--- config.mk ---
export PLATFORM = sky130hd
export DESIGN_NAME = sensor_conditioner
export DESIGN_NICKNAME = d
export VERILOG_FILES = /design/src/rtl/sensor_conditioner.sv
export SDC_FILE = /design/constraint.sdc
export NUM_CORES = 1
export LEC_CHECK = 0
export ABC_AREA = 1
export BUFFER_PORTS_ARGS = -buffer_cell sky130_fd_sc_hd__buf_2
export CAP_MARGIN = 20
export CORE_ASPECT_RATIO = 0.8
export CORE_UTILIZATION = 57
export DETAILED_ROUTE_END_ITERATION = 10
export PLACE_DENSITY_LB_ADDON = 0.1
export SLEW_MARGIN = 40
export SYNTH_ARGS = -nofsm -noshare
export SYNTH_HDL_FRONTEND = slang
export SYNTH_SLANG_ARGS = --single-unit
--- constraint.sdc ---
create_clock -name clk -period 1.78 [get_ports clk]
set_clock_uncertainty 0.1 [all_clocks]
set_input_delay 0.267 -clock clk [delete_from_list [all_inputs] [get_ports clk]]
set_output_delay 0.267 -clock clk [all_outputs]
set_load 0.02 [all_outputs]
--- src/rtl/sensor_conditioner.sv ---
// Synchronizes, debounces and edge-detects the raw sensor pin, and measures the rise-to-rise period.
// Latency SYNC_STAGES+DEBOUNCE_CYCLES-1 edges from first sampling edge; no backpressure (free-running).
module sensor_conditioner #(
  parameter int SYNC_STAGES     = 2,
  parameter int DEBOUNCE_CYCLES = 4,
  parameter int PERIOD_W        = 16,
  parameter int GLITCH_W        = 8
) (
  input  logic                clk,
  input  logic                rst_n,
  input  logic                sensor,
  output logic                sensor_clean,
  output logic                rise_pulse,
  output logic                fall_pulse,
  output logic [PERIOD_W-1:0] period,
  output logic                period_valid,
  output logic                period_ovf,
  output logic [GLITCH_W-1:0] glitch_cnt
);

  localparam int DCNT_W = (DEBOUNCE_CYCLES < 2) ? 1 : $clog2(DEBOUNCE_CYCLES + 1);
  localparam logic [DCNT_W-1:0]   DCNT_MAX = DCNT_W'(DEBOUNCE_CYCLES);
  localparam logic [PERIOD_W-1:0] PCNT_MAX = '1;
  localparam logic [GLITCH_W-1:0] GLITCH_MAX = '1;
  localparam logic [PERIOD_W-1:0] PCNT_ONE = PERIOD_W'(1);

  typedef enum logic [1:0] {STABLE_LOW, QUAL_HIGH, STABLE_HIGH, QUAL_LOW} state_t;

  logic [SYNC_STAGES-1:0] sync_q, sync_d;
  state_t                 state_q, state_d;
  logic [DCNT_W-1:0]      dcnt_q, dcnt_d, dcnt_inc;
  logic                   rise_q, rise_d;
  logic                   fall_q, fall_d;
  logic                   glitch_inc;
  logic [GLITCH_W-1:0]    glitch_q, glitch_d;
  logic                   armed_q, armed_d;
  logic [PERIOD_W-1:0]    pcnt_q, pcnt_d;
  logic [PERIOD_W-1:0]    period_q, period_d;
  logic                   pv_q, pv_d;
  logic                   ovf_q, ovf_d;
  logic                   s_sync;

  assign s_sync = sync_q[SYNC_STAGES-1];

  always_comb begin
    sync_d = {sync_q[SYNC_STAGES-2:0], sensor};
  end

  always_comb begin
    state_d    = state_q;
    dcnt_d     = dcnt_q;
    rise_d     = 1'b0;
    fall_d     = 1'b0;
    glitch_inc = 1'b0;
    dcnt_inc   = dcnt_q + 1'b1;
    case (state_q)
      STABLE_LOW: begin
        if (s_sync) begin
          if (DEBOUNCE_CYCLES == 1) begin
            state_d = STABLE_HIGH;
            rise_d  = 1'b1;
            dcnt_d  = '0;
          end else begin
            state_d = QUAL_HIGH;
            dcnt_d  = DCNT_W'(1);
          end
        end
      end
      QUAL_HIGH: begin
        if (!s_sync) begin
          state_d    = STABLE_LOW;
          dcnt_d     = '0;
          glitch_inc = 1'b1;
        end else if (dcnt_inc == DCNT_MAX) begin
          state_d = STABLE_HIGH;
          rise_d  = 1'b1;
          dcnt_d  = '0;
        end else begin
          dcnt_d = dcnt_inc;
        end
      end
      STABLE_HIGH: begin
        if (!s_sync) begin
          if (DEBOUNCE_CYCLES == 1) begin
            state_d = STABLE_LOW;
            fall_d  = 1'b1;
            dcnt_d  = '0;
          end else begin
            state_d = QUAL_LOW;
            dcnt_d  = DCNT_W'(1);
          end
        end
      end
      QUAL_LOW: begin
        if (s_sync) begin
          state_d    = STABLE_HIGH;
          dcnt_d     = '0;
          glitch_inc = 1'b1;
        end else if (dcnt_inc == DCNT_MAX) begin
          state_d = STABLE_LOW;
          fall_d  = 1'b1;
          dcnt_d  = '0;
        end else begin
          dcnt_d = dcnt_inc;
        end
      end
      default: begin
        state_d = STABLE_LOW;
        dcnt_d  = '0;
      end
    endcase
  end

  always_comb begin
    glitch_d = glitch_q;
    if (glitch_inc && (glitch_q != GLITCH_MAX)) begin
      glitch_d = glitch_q + 1'b1;
    end
  end

  // Period bookkeeping keys off the rise event itself so period_valid lines up with rise_pulse.
  always_comb begin
    armed_d  = armed_q;
    pcnt_d   = pcnt_q;
    period_d = period_q;
    ovf_d    = ovf_q;
    pv_d     = 1'b0;
    if (armed_q && (pcnt_q != PCNT_MAX)) begin
      pcnt_d = pcnt_q + 1'b1;
    end
    if (rise_d) begin
      pcnt_d = PCNT_ONE;
      if (!armed_q) begin
        armed_d = 1'b1;
      end else begin
        period_d = pcnt_q;
        ovf_d    = (pcnt_q == PCNT_MAX);
        pv_d     = 1'b1;
      end
    end
  end

  always_ff @(posedge clk or negedge rst_n) begin
    if (!rst_n) begin
      sync_q   <= '0;
      state_q  <= STABLE_LOW;
      dcnt_q   <= '0;
      rise_q   <= 1'b0;
      fall_q   <= 1'b0;
      glitch_q <= '0;
      armed_q  <= 1'b0;
      pcnt_q   <= '0;
      period_q <= '0;
      pv_q     <= 1'b0;
      ovf_q    <= 1'b0;
    end else begin
      sync_q   <= sync_d;
      state_q  <= state_d;
      dcnt_q   <= dcnt_d;
      rise_q   <= rise_d;
      fall_q   <= fall_d;
      glitch_q <= glitch_d;
      armed_q  <= armed_d;
      pcnt_q   <= pcnt_d;
      period_q <= period_d;
      pv_q     <= pv_d;
      ovf_q    <= ovf_d;
    end
  end

  assign sensor_clean = (state_q == STABLE_HIGH) || (state_q == QUAL_LOW);
  assign rise_pulse   = rise_q;
  assign fall_pulse   = fall_q;
  assign period       = period_q;
  assign period_valid = pv_q;
  assign period_ovf   = ovf_q;
  assign glitch_cnt   = glitch_q;

endmodule
==> results.py <==
metrics = {
    "global_routing": {
        "grt_pass1_vias": 1808,
        "grt_overflow": 0,
        "grt_use_total_pct": 23.5,
        "grt_pass1_wl_mm": 8.45,
        "grt_max_degree": 53,
        "antenna_found_initial": 0,
    },
    "critical_path": {
        "worst-path-buf-inv": 2,
        "path_cells": "ha_1 > or2_4 > nand4_4 > buf_4 > o21ai_4 > buf_4 > o21ai_0",
        "critPathCaptureType": "register",
        "reg2reg_depth": 7,
        "crit_type": "register to register",
        "r2r_end": "pcnt_q[1]",
        "crit_cells": 7,
        "cp.arrival_ns": 1.81,
        "worst-path-max-fanout": 4,
        "slowest_delay_ns": 0.40,
        "timing.rr.start": "dcnt_q[0]",
        "cpMostUsedCell": "buf_4",
        "required_ns": 1.90,
        "startpoint_type": "register",
        "timing.reg2reg.setup_slack_ns": 0.09,
        "startpoint": "dcnt_q[0]",
        "crit_path_top_delay_cell": "dfrtp_1",
        "crit_family": "flip-flops",
    },
    "logic_synthesis": {
        "synthFlopType": "dfrtp_1",
        "yosys_warnings": 0,
        "ys_seq_elements": 52,
        "seq_area_frac_synth_pct": 52.2,
        "synth_edf_count": 0,
        "synth-async-reset-ratio_pct": 100,
        "synth_nets": 309,
        "syn_area_mm2": 0.00249,
        "synth_cell_types": 27,
        "syn_area_per_cell_um2": 8.25,
        "syn_inst": 302,
    },
    "power": {
        "p_leak_nw": 1.57,
        "internal-power_mw": 2.05,
        "power_density_mw_per_mm2": 1020,
        "swShare_pct": 33.1,
        "p_sw_mw": 1.02,
        "seqPwrFrac_pct": 47.0,
        "p_clk_share_pct": 27.6,
        "power.share.combinational_pct": 25.5,
        "max-vdd-ir-drop_mv": 0.714,
        "fin_total_pwr_mw": 3.07,
    },
    "floorplan": {
        "core_mm2": 0.00418,
        "fp-row-count": 21,
        "pin_count": 32,
        "die_h_um": 61.1,
        "die_w_um": 75.9,
        "start_util_pct": 59.7,
        "die_area_mm2": 0.00464,
    },
    "drt": {
        "drtIter0Drc": 210,
        "wl_per_cell_um": 12.6,
        "dr.pass1.iters": 4,
        "ant_nets": 0,
        "routed_via_density": 5.12,
        "drc_errors": 0,
        "drt_wl_total_mm": 5.12,
        "dr_total_vias": 2083,
    },
    "timing": {
        "setup_viol": 0,
        "tightest_slew_ns": 0.386,
        "hold_violations": 0,
        "fin_crit_sh_pct": 94.7,
        "drv_slew": 0,
        "fmax_ghz": 0.593,
        "fin_ws_ns": 0.0947,
        "post-route-min-period_ns": 1.69,
        "worst_slew_margin_rel_pct": 74.2,
    },
    "finish": {
        "final_cell_mix": "nand2_1, dfrtp_1, inv_1, buf_2, nor2_1",
        "antennaDiodeCount": 0,
        "area_growth_pct": 20.9,
        "final_area_mm2": 0.00301,
        "nNetsFinal": 356,
        "drive_above_1_share_pct": 19.7,
        "final_common_cell": "nand2_1",
    },
    "placed_design": {
        "place.port_buffers": 31,
        "place_ws_ns": -0.0328,
        "place_area_mm2": 0.00278,
        "gp_congestion": 0.939,
        "dp_hpwl_mm": 3.56,
    },
    "clock_network": {
        "clock_path_buffers": 2,
        "clock_latency_ns": 0.31,
        "cts-htree-levels": 2,
        "tritoncts": "done",
        "root_buffer": "clkbuf_8",
        "cts_inserted_buffers": 5,
        "cts_num_sinks": 52,
        "clkSlewWorstSetupHoldPaths_ns": 0.09,
    },
    "hold_path": {
        "hold_end": "sync_q[1]",
        "worstHoldStart": "sync_q[0]",
        "min_path_type": "register to register",
        "whs_path_depth": 0,
    },
    "flow_run": {
        "drv_cap": 0,
    },
    "run_status": {
        "outcome": "completed",
    },
}
worst register-to-register path: stages (launching register included):
cell,delay [ns]
dfrtp_1,0.40
ha_1,0.22
or2_4,0.25
nand4_4,0.15
buf_4,0.15
o21ai_4,0.07
buf_4,0.15
o21ai_0,0.13
stage by stage:
| step | TNS (ns) | cells | hold slack, ns | utilization, % |
|---|---|---|---|---|
| 2_1_floorplan | 0 | 302 | -0.129 | - |
| 3_3_place_gp | 0 | 393 | 0.177 | 66.5 |
| 3_5_place_dp | -0.254 | 393 | 0.177 | 66.5 |
| 4_1_cts | 0 | 403 | 0.261 | 70.0 |
| 5_1_grt | -0.0138 | 407 | 0.265 | 72.1 |
| 6_report | 0 | 407 | 0.256 | 72.1 |
final cells by class:
| type | count | area (µm²) |
|---|---|---|
| Multi-Input combinational cell | 209 | 1050 |
| Inverter | 34 | 133 |
| Sequential cell | 52 | 1300 |
| Clock inverter | 2 | 38.8 |
| Fill cell | 321 | 1160 |
| Clock buffer | 6 | 82.6 |
| Timing Repair Buffer | 47 | 339 |
| Tap cell | 57 | 71.3 |
synth_stat cells (2+ instances only):
library cell   n  area [µm²]
nor2_2         3        18.8
inv_2          2        7.51
buf_2          3        15.0
nand3_1       16        80.1
o21ai_1       15        75.1
xor2_1         8        70.1
o21ai_0        9        45.0
dfrtp_1       52        1300
inv_1         32         120
nand2_2        3        18.8
nand4_1       17         106
nor2_1        26        97.6
clkbuf_1       2        7.51
ha_1           4        50.1
nand2_1       98         368
power groups by stage:
| stage | clock (mW) | combinational, mW | sequential [mW] |
|---|---|---|---|
| finish | 0.846 | 0.783 | 1.44 |
| floorplan | 0 | 0.433 | 1.52 |
| CTS | 0.864 | 0.726 | 1.44 |
| detailed placement | 0 | 0.713 | 1.46 |
| global route | 0.912 | 0.876 | 1.46 |
| global placement | 0 | 0.695 | 1.46 |
registers in the layout, indices dropped and copies added (netlist names), 2 cells and up, named ones only:
name        flops
pcnt_q         16
sync_q          2
dcnt_q          3
glitch_cnt      8
period         16
repair_timing:
action                                  in CTS  in global routing
pin swaps                                    1                  2
cloned                                       0                  1
resized for setup                            1                  8
endpoints found under the setup margin      19                 29
setup buffers                                0                  4
hold buffers                                 2                  0
endpoints found under the hold margin       53                  0
worst max-delay path by stage:
| stage | endpoint | slack (ns) |
|---|---|---|
| 2_1_floorplan | glitch_cnt[3] | 0.18 |
| 3_3_place_gp | pcnt_q[2] | 0.003 |
| 3_5_place_dp | pcnt_q[11] | -0.03 |
| 4_1_cts | period[1] | 0.005 |
| 5_1_grt | pcnt_q[5] | -0.01 |
| 6_report | pcnt_q[1] | 0.09 |
metal layers:
metal,vias to the layer above,track usage (%),wire (µm)
met5,-,0,0
li1,1054,-,-
met3,5,4.15,296
met4,0,6.87,40
met2,73,34.7,2190
met1,951,35.9,2590
cells by family (layout without fill, tap and decap cells):
logic type	Yosys count	after routing	share of synthesized area, %
simple gates	168	168	29.7
fa+ha+maj	4	4	2.01
buf+inv	41	89	6.78
xor+xnor	9	9	3.16
compound gates	28	28	6.17
flops	52	52	52.2
No activity file was read; power rests on OpenSTA's default activity.
